<file path="config.mk">
export PLATFORM = sky130hd
export DESIGN_NAME = nibble_serial_adder
export DESIGN_NICKNAME = d
export VERILOG_FILES = /design/src/rtl/nibble_serial_adder.sv
export SDC_FILE = /design/constraint.sdc
export NUM_CORES = 1
export LEC_CHECK = 0
export CORE_MARGIN = 2
export CORE_UTILIZATION = 30
export CTS_BUF_LIST = sky130_fd_sc_hd__clkbuf_8
export CTS_CLUSTER_DIAMETER = 40
export DETAILED_ROUTE_END_ITERATION = 12
export PLACE_DENSITY = 0.48
export SLEW_MARGIN = 20
export SYNTH_ARGS = -nofsm -noshare
export SYNTH_HDL_FRONTEND = slang
export SYNTH_SLANG_ARGS = --single-unit
</file>
<file path="constraint.sdc">
create_clock -name clk -period 2.8 [get_ports clk]
set_input_delay 0.42 -clock clk [delete_from_list [all_inputs] [get_ports clk]]
set_output_delay 0.42 -clock clk [all_outputs]
set_load 0.02 [all_outputs]
</file>
<file path="src/rtl/nibble_serial_adder.sv">
// Serial multi-word adder: one 4-bit add-with-carry per clock, least-significant nibble first.
// The start/busy/done handshake presents the final sum and carry only after the last nibble.
module nibble_serial_adder #(
  parameter int NIBBLES = 4
) (
  input  logic                   clk,
  input  logic                   rst,
  input  logic                   start,
  input  logic [4*NIBBLES-1:0]   a,
  input  logic [4*NIBBLES-1:0]   b,
  output logic                   busy,
  output logic                   done,
  output logic [4*NIBBLES-1:0]   sum,
  output logic                   Cout
);

  localparam int W     = 4 * NIBBLES;
  localparam int CNT_W = (NIBBLES > 1) ? $clog2(NIBBLES) : 1;
  localparam logic [CNT_W-1:0] LAST_CNT = CNT_W'(NIBBLES - 1);

  typedef enum logic [1:0] {
    S_IDLE = 2'd0,
    S_ADD  = 2'd1,
    S_DONE = 2'd2
  } state_t;

  state_t           state_q, state_d;
  logic [W-1:0]     a_sr_q, a_sr_d;
  logic [W-1:0]     b_sr_q, b_sr_d;
  logic [W-1:0]     part_q, part_d;
  logic             carry_q, carry_d;
  logic [CNT_W-1:0] cnt_q, cnt_d;
  logic [W-1:0]     sum_q, sum_d;
  logic             cout_q, cout_d;
  logic             busy_q, busy_d;
  logic             done_q, done_d;

  logic [4:0]       nib_sum;
  logic [W-1:0]     part_shift;

  assign nib_sum = {1'b0, a_sr_q[3:0]} + {1'b0, b_sr_q[3:0]} + {4'b0000, carry_q};

  // New nibble enters at the top so after NIBBLES shifts the word is aligned.
  generate
    if (NIBBLES == 1) begin : g_single
      assign part_shift = nib_sum[3:0];
    end else begin : g_multi
      assign part_shift = {nib_sum[3:0], part_q[W-1:4]};
    end
  endgenerate

  always_ff @(posedge clk or posedge rst) begin
    if (rst) begin
      state_q <= S_IDLE;
      a_sr_q  <= '0;
      b_sr_q  <= '0;
      part_q  <= '0;
      carry_q <= 1'b0;
      cnt_q   <= '0;
      sum_q   <= '0;
      cout_q  <= 1'b0;
      busy_q  <= 1'b0;
      done_q  <= 1'b0;
    end else begin
      state_q <= state_d;
      a_sr_q  <= a_sr_d;
      b_sr_q  <= b_sr_d;
      part_q  <= part_d;
      carry_q <= carry_d;
      cnt_q   <= cnt_d;
      sum_q   <= sum_d;
      cout_q  <= cout_d;
      busy_q  <= busy_d;
      done_q  <= done_d;
    end
  end

  always_comb begin
    state_d = state_q;
    a_sr_d  = a_sr_q;
    b_sr_d  = b_sr_q;
    part_d  = part_q;
    carry_d = carry_q;
    cnt_d   = cnt_q;
    sum_d   = sum_q;
    cout_d  = cout_q;
    busy_d  = busy_q;
    done_d  = done_q;

    case (state_q)
      S_IDLE: begin
        if (start) begin
          a_sr_d  = a;
          b_sr_d  = b;
          part_d  = '0;
          carry_d = 1'b0;
          cnt_d   = '0;
          busy_d  = 1'b1;
          state_d = S_ADD;
        end
      end
      S_ADD: begin
        carry_d = nib_sum[4];
        a_sr_d  = a_sr_q >> 4;
        b_sr_d  = b_sr_q >> 4;
        part_d  = part_shift;
        cnt_d   = cnt_q + CNT_W'(1);
        if (cnt_q == LAST_CNT) begin
          sum_d   = part_shift;
          cout_d  = nib_sum[4];
          cnt_d   = '0;
          busy_d  = 1'b0;
          done_d  = 1'b1;
          state_d = S_DONE;
        end
      end
      S_DONE: begin
        done_d  = 1'b0;
        state_d = S_IDLE;
      end
      default: begin
        state_d = S_IDLE;
      end
    endcase
  end

  assign busy = busy_q;
  assign done = done_q;
  assign sum  = sum_q;
  assign Cout = cout_q;

endmodule

</file>
======== Word-level counts from Yosys, hierarchy flattened ========
Cells that the tools add are included.
word-level totals
  word-level logic and storage cells ...... 45
  register bits after elaboration ......... 72
cells by class
  muxes and demuxes ....................... 19
  reduce and logical (&&, ||, !) cells .... 8
  eq/ne operators ......................... 5
  add/subtract/negate cells ............... 3
operators with widths
  kind                 count
  $pmux 16 s2          3
  $mux 16              3
  $mux 2               4
  $pmux 2 s2           2
  $reduce_and 2->1     4
  $pmux 1 s2           3
  $add 4x4->5          1
  $add 5x1->5          1
  $eq 2x2->1 const B   2
  $mux 1               4
  $ne 2x2->1 const B   2
  $reduce_bool 2->1    2
  $reduce_and 3->1     1
  $add 2x1->2 const B  1
  $eq 2x1->1 const B   1
  $logic_not 2->1      1

======== Logic depth before layout (Yosys ltp) ========
Gate-level depths: netlist (run 1).
  depth in word-level cells ............... 3
  depth in mapped cells ................... 6
  gate-level depth less buffers ........... 5

======== Worst setup path before layout (run 1) ========
No wires, ideal clock.
  path kind ............................... register -> register
  start ................................... reg a_sr_q[0]
  end ..................................... reg carry_q
  path buffers ............................ 0
  arrival time ............................ 1.640 ns
  setup time .............................. 0.128 ns
  stages on the path, launching flop included .. 6
  setup slack ............................. 1.032 ns
  required time ........................... 2.672 ns
  period minus slack after synthesis ...... 1.768 ns
  cells stage by stage .................... dfrtp_1 > fa_1 > fa_1 > a21o_1 > a21oi_1 > o21ai_0
on the way
  cells in the longest elaborated chain, start to end .. 3
RTL lines
  item                    RTL line  source
  from (decl)             28        logic [W-1:0] a_sr_q, a_sr_d;
  from (signal assigned)  66        a_sr_q <= a_sr_d;
  $add 4x4->5             41        assign nib_sum = {1'b0, a_sr_q[3:0]} + {1'b0, b_sr_q[3:0]} + {4'b0000, carry_q};
  $add 5x1->5             41
  $pmux 1 s2              90        case (state_q)
  to (signal assigned)    69        carry_q <= carry_d;
  to (decl)               31        logic carry_q, carry_d;
No other way between the ends.
A chain may end at the register's enable or synchronous reset.

======== Final worst setup path (run 1) ========
Ends and elaborated chain as after synthesis.

==> results.sh, run 1 <==
export IMPL_status="complete, no violations"
export IMPL_utilization_pct=40.1
export IMPL_drive_above_1_share_pct=11.9
export IMPL_cp_slowest_stage_delay_ps=470
export IMPL_cts_tree="done"
export IMPL_yosysWarnings=0
export IMPL_rsz0062_at_grt="no"
export IMPL_slew_headroom_pct=45.0
export IMPL_fin_crit_ps=1940
export IMPL_yosys_area_top_type="dfrtp_1"
export IMPL_syn_nets=267
export IMPL_drt_wirelength_per_cell_um=13.9
export IMPL_tns_ps=0
export IMPL_dieWidth_um=101
export IMPL_worst_endpoint_required_ps=3020
export IMPL_syn_avg_cell_area_sq_um=12.6
export IMPL_insertion_delay_ps=340
export IMPL_startpoint_type="flip-flop"
export IMPL_synth_compound_gate_area_share_pct=13.7
export IMPL_synth_area_sq_um=2850
export IMPL_post_route_drc_count=0
export IMPL_globalplace_congestion=0.654
export IMPL_place_ws_ps=828
export IMPL_cts_resized=0
export IMPL_nets=323
export IMPL_diodes=0
export IMPL_grt_max_degree=69
export IMPL_cts_buffer_depth=2
export IMPL_worstPathCellList="fa_1 -> fa_1 -> a21o_1 -> a21oi_1 -> o21ai_0"
export IMPL_dp_hpwl_mm=3.87
export IMPL_clk_pin_slew_ps=70
export IMPL_ys_ff_latch=68
export IMPL_crit_top_cell="fa_1"
export IMPL_cts_buffers=9
export IMPL_r2r_start="a_sr_q[0]$_DFFE_PP0P_"
export IMPL_clock_sinks=68
export IMPL_first_global_vias=1914
export IMPL_vdd_ir_drop_max_v=0.000362
export IMPL_rr_endpoint="carry_q$_DFFE_PP0P_"
export IMPL_final_common_cell="dfrtp_1"
export IMPL_viasPerCell=4.43
export IMPL_dr_pass1_iters=4
export IMPL_hold_ws_ps=470
export IMPL_rows=35
export IMPL_synth_top_cell_area_share_pct=59.7
export IMPL_ant_nets=0
export IMPL_wl_mm=5.77
export IMPL_path_max_fanout=2
export IMPL_die_h_um=101
export IMPL_drv_slew=0
export IMPL_synth_xor_area_share_pct=0.307
export IMPL_crit_type="reg2reg"
export IMPL_fillers=928
export IMPL_setup_viol=0
export IMPL_critPathBufInv=0
export IMPL_synth_area_leaders="dfrtp_1 60%, mux2i_1 8.4%, a22o_1 5.8%"
export IMPL_hold_violations=0
export IMPL_synth_simple_area_share_pct=5.88
export IMPL_htreeDepth=3
export IMPL_synthMuxAreaShare_pct=14.0
export IMPL_endpoint="carry_q$_DFFE_PP0P_"
export IMPL_overflow=0
export IMPL_final_cell_mix="68 x dfrtp_1, 53 x clkdlybuf4s50_1, 32 x nand2_1"
export IMPL_cp_slowest_cell="fa_1"
export IMPL_core_area_sq_um=9240
export IMPL_crit_cells=5
export IMPL_grt_pass1_wl_mm=9.67
export IMPL_finalClockSkew_ps=9.17
export IMPL_cts_setup_buffers=0
export IMPL_io_pins=54
export IMPL_critPathCaptureType="flip-flop"
export IMPL_synth_top_family_by_area="multiplexers"
export IMPL_netlist_instances=226
export IMPL_crit_arrival_ps=2160
export IMPL_synthAdderAreaFrac_pct=3.16
export IMPL_cts_hold_buf=0
export IMPL_cts_root_buf="clkbuf_8"
export IMPL_place_port_buffers=53
export IMPL_power_leakage_uw=0.00169
export IMPL_p_per_area_nw_per_um2=1120
export IMPL_antenna_found_initial=0
export IMPL_yosys_cell_types_count=30
export IMPL_rrSetupSlack_ps=860
export IMPL_ys_seq_area_share_pct=59.7
export IMPL_cp_top_family="adder cells"
export IMPL_max_freq_ghz=0.514
export IMPL_r2r_cells=5
export IMPL_total_power_uw=4140
export IMPL_max_cap_viol_count=0
export IMPL_min_path_type="in2async"
export IMPL_start_util_pct=30.8
export IMPL_setup_ws_ps=856
export IMPL_period_share_pct=69.4
export IMPL_startpoint="a_sr_q[0]$_DFFE_PP0P_"
export IMPL_worst_pin_slew_ps=822
export IMPL_vias=1838
export IMPL_syn2layout_area_growth_pct=30.0
export IMPL_grtUsageTotal_pct=12.3
export IMPL_die_area_sq_um=10300
export IMPL_initialDrtViolationCount=32
## kinds of logic (layout without fill, tap and decap cells)
kind of cell / count (synthesis) / count (layout)
AOI/OAI and AO/OA: 59 / 59
xor gates and xnor gates: 1 / 1
adders and majority gates: 6 / 6
buffers and inverters: 16 / 76
DFF: 68 / 68
muxes: 38 / 38
and+or+nand+nor: 38 / 38
## cell type report
type	instances	area, sq um	share of cell area [%]
multi-input cells	142	1060	28.7
clock buffers	10	138	3.71
clock inverters	5	46.3	1.25
inverters	2	7.51	0.203
repair buffers	59	588	15.9
flip-flops and latches	68	1700	45.9
well taps	129	161	4.36
## cells in the mapped netlist, drive strengths merged
master / instances
nand2b: 1
and2b: 1
ha: 4
o31ai: 3
mux2i: 24
mux2: 14
nand2: 32
inv: 2
buf: 12
o21ai: 29
a21o: 2
clkbuf: 2
a21oi: 3
nand3: 1
nor3b: 1
nand3b: 1
xnor2: 1
and3b: 1
fa: 2
a22o: 19
dfrtp: 68
a21boi: 1
o21bai: 2
## stage by stage
| step | cells | instance area (sq um) |
|---|---|---|
| 3_5_place_dp | 400 | 3520 |
| 5_1_grt | 415 | 3700 |
| 3_3_place_gp | 400 | 3520 |
| 6_report | 415 | 3700 |
| 4_1_cts | 415 | 3700 |
| 2_1_floorplan | 226 | 2850 |
## power breakdown
part	leakage (uW)	internal [uW]	total, uW	switching [uW]
clock	0.000106	420	770	350
combinational	0.000721	838	1700	861
sequential	0.000863	1410	1670	266
total	0.00169	2670	4140	1480
## sequential cells by signal, indices dropped and copies added, names as in the netlist
name,count
a_sr_q,16
Cout,1
b_sr_q,16
part_q,12
sum,16
done,1
state_q,2
carry_q,1
busy,1
cnt_q,2
## how the worst min path moves through the flow
stage / startpoint / to / slack (ps) / cells after the start
detailed placement: b_sr_q[5]$_DFFE_PP0P_ / b_sr_q[5]$_DFFE_PP0P_ / 470 / 2
floorplan: a_sr_q[10]$_DFFE_PP0P_ / a_sr_q[10]$_DFFE_PP0P_ / 450 / 2
global route: rst / sum[11]$_DFFE_PP0P_ / 500 / 3
global placement: a_sr_q[8]$_DFFE_PP0P_ / a_sr_q[8]$_DFFE_PP0P_ / 460 / 2
CTS: rst / sum[3]$_DFFE_PP0P_ / 480 / 3
finish: rst / sum[3]$_DFFE_PP0P_ / 470 / 3
## layer usage
layer  vias to the layer above  GRT usage (%)  wire length [um]
met5                         -              0                 0
met4                         0           4.68                99
met3                         9           3.93               281
met2                        46           19.4              2680
met1                       865           15.9              2710
li1                        918              -                 -
## worst reg2reg max path, cell delays in order (launching register included)
cell	delay, ps
dfrtp_1	400
fa_1	470
fa_1	420
a21o_1	200
a21oi_1	220
o21ai_0	120
Power figures use the tool's default switching activity.
==> inputs of run 2 (changes only) <==
- PLACE_DENSITY: 0.48 -> 0.5
- clock period: 2.8 -> 1.6 ns (I/O delays scaled with it)
==> run 2 against run 1 <==
Sequential power rose by 75%. Critical endpoint is now Cout$_DFFE_PP0P_. Largest cell class unchanged. Highest routed layer unchanged. Global-route usage rose by 0.28 points. First-iteration DRC count rose by 47%. Clock power rose by 57%. The flow now finishes with violations (setup timing). Via count rose by 1.3%. Final area rose by 2.8%. Clock-buffer cell count rose by 1. Sequential share of layout area fell by 1.3 points. Register-to-register slack got worse by 920 ps.
==> results.sh, run 2 (same netlist as run 1, synthesis figures left out) <==
export IMPL_status="finished, violations left"
export IMPL_violations="setup timing"
export IMPL_viasPerCell=4.43
export IMPL_fin_area_sq_um=3810
export IMPL_cts_buffers=9
export IMPL_worstPathCellList="fa_2 -> fa_2 -> a21o_1 -> a21oi_2 -> o21ai_1"
export IMPL_dpl_cell_area_sq_um=3630
export IMPL_clock_sinks=68
export IMPL_power_leakage_uw=0.00175
export IMPL_cts_tree="done"
export IMPL_finalClockSkew_ps=6.52
export IMPL_cts_root_buf="clkbuf_8"
export IMPL_wl_mm=5.60
export IMPL_setup_viol=3
export IMPL_dr_pass1_iters=4
export IMPL_crit_top_cell="fa_2"
export IMPL_hold_violations=0
export IMPL_first_global_vias=1996
export IMPL_final_common_cell="dfrtp_1"
export IMPL_post_route_drc_count=0
export IMPL_grt_pass1_wl_mm=9.90
export IMPL_period_share_pct=104
export IMPL_max_freq_ghz=0.600
export IMPL_r2r_start="a_sr_q[0]$_DFFE_PP0P_"
export IMPL_initialDrtViolationCount=47
export IMPL_drive_above_1_share_pct=14.8
export IMPL_nets=328
export IMPL_insertion_delay_ps=330
export IMPL_rrSetupSlack_ps=-70
export IMPL_cts_hold_buf=0
export IMPL_vdd_ir_drop_max_v=0.000623
export IMPL_die_h_um=101
export IMPL_crit_arrival_ps=1890
export IMPL_cp_slowest_cell="fa_2"
export IMPL_critPathCaptureType="flip-flop"
export IMPL_die_area_sq_um=10300
export IMPL_worst_endpoint_required_ps=1820
export IMPL_setup_ws_ps=-66.4
export IMPL_rsz0062_at_grt="yes"
export IMPL_tns_ps=-137
export IMPL_drv_slew=0
export IMPL_fin_crit_ps=1670
export IMPL_ant_nets=0
export IMPL_globalplace_congestion=0.707
export IMPL_utilization_pct=41.2
export IMPL_vias=1862
export IMPL_diodes=0
export IMPL_crit_type="reg2reg"
export IMPL_fin_cells=420
export IMPL_htreeDepth=3
export IMPL_rr_endpoint="Cout$_DFFE_PP0P_"
export IMPL_dp_cells=404
export IMPL_syn2layout_area_growth_pct=33.7
export IMPL_dp_hpwl_mm=3.95
export IMPL_place_port_buffers=53
export IMPL_core_area_sq_um=9240
export IMPL_path_max_fanout=2
export IMPL_cts_buffer_depth=2
export IMPL_final_cell_mix="68 x dfrtp_1, 49 x clkdlybuf4s50_1, 32 x nand2_1"
export IMPL_min_path_type="in2async"
export IMPL_slew_headroom_pct=75.5
export IMPL_p_per_area_nw_per_um2=1920
export IMPL_fillers=911
export IMPL_rows=35
export IMPL_drt_wirelength_per_cell_um=13.3
export IMPL_worst_pin_slew_ps=367
export IMPL_dieWidth_um=101
export IMPL_grt_max_degree=50
export IMPL_grtUsageTotal_pct=12.6
export IMPL_r2r_cells=5
export IMPL_start_util_pct=30.8
export IMPL_startpoint_type="flip-flop"
export IMPL_overflow=0
export IMPL_io_pins=54
export IMPL_cp_slowest_stage_delay_ps=410
export IMPL_antenna_found_initial=0
export IMPL_max_cap_viol_count=0
export IMPL_clk_pin_slew_ps=70
-- run 2: changes by cell type in the layout (fill, tap and decap cells not counted), sizes merged --
cell / previous run / this run
dlygate4sd2: 0 / 1
clkbuf: 10 / 11
bufinv: 1 / 0
inv: 5 / 3
clkdlybuf4s50: 53 / 49
buf: 6 / 11
clkinvlp: 0 / 1
clkinv: 1 / 2
dlymetal6s2s: 0 / 3
-- run 2: timing repair --
item,4_1_cts,5_1_grt
gates resized for setup,1,3
cloned,0,0
setup endpoints to repair,5,8
buffers inserted,1,0
pin swaps,2,0
-- run 2: final cells by class --
class | count | area, sq um | area share, %
Sequential cell | 68 | 1700 | 44.7
Multi-Input combinational cell | 142 | 1070 | 28.1
Tap cell | 129 | 161 | 4.24
Inverter | 2 | 11.3 | 0.296
Clock buffer | 11 | 151 | 3.98
Clock inverter | 4 | 17.5 | 0.460
Timing Repair Buffer | 64 | 694 | 18.2
-- run 2: critical path: cells and delay by family (launching register included) --
family | cells | cell delay [ps]
adder cells (fa/ha/maj) | 2 | 770
flip-flops | 1 | 400
AO/OA/AOI/OAI | 3 | 380
-- run 2: report_power, final --
| group | total (uW) | switching (uW) | internal [uW] |
|---|---|---|---|
| Combinational | 3160 | 1520 | 1640 |
| Clock | 1210 | 593 | 622 |
| Sequential | 2920 | 456 | 2460 |
-- run 2: worst max path at each step --
stage,startpoint,to,cells past startpoint
2_1_floorplan,carry_q$_DFFE_PP0P_,Cout$_DFFE_PP0P_,5
3_3_place_gp,carry_q$_DFFE_PP0P_,carry_q$_DFFE_PP0P_,5
3_5_place_dp,carry_q$_DFFE_PP0P_,Cout$_DFFE_PP0P_,5
4_1_cts,a_sr_q[0]$_DFFE_PP0P_,Cout$_DFFE_PP0P_,5
5_1_grt,a_sr_q[0]$_DFFE_PP0P_,Cout$_DFFE_PP0P_,5
6_report,a_sr_q[0]$_DFFE_PP0P_,Cout$_DFFE_PP0P_,5
-- run 2: metal layers --
layer	vias up	part of all wire, %	GRT usage, %
li1	919	-	-
met1	885	48	17.0
met2	50	45	19.0
met3	8	5.3	4.00
met4	0	1.4	4.68
met5	-	0	0
-- run 2: stage by stage --
stage               hold WS, ps  power [uW]  setup WS (ps)
global route                249        7970           -122
finish                      239        7300          -66.4
CTS                         229        7480          -72.0
detailed placement          470        6210           -101
floorplan                   373        5040          -37.6
global placement            463        6140          -86.9
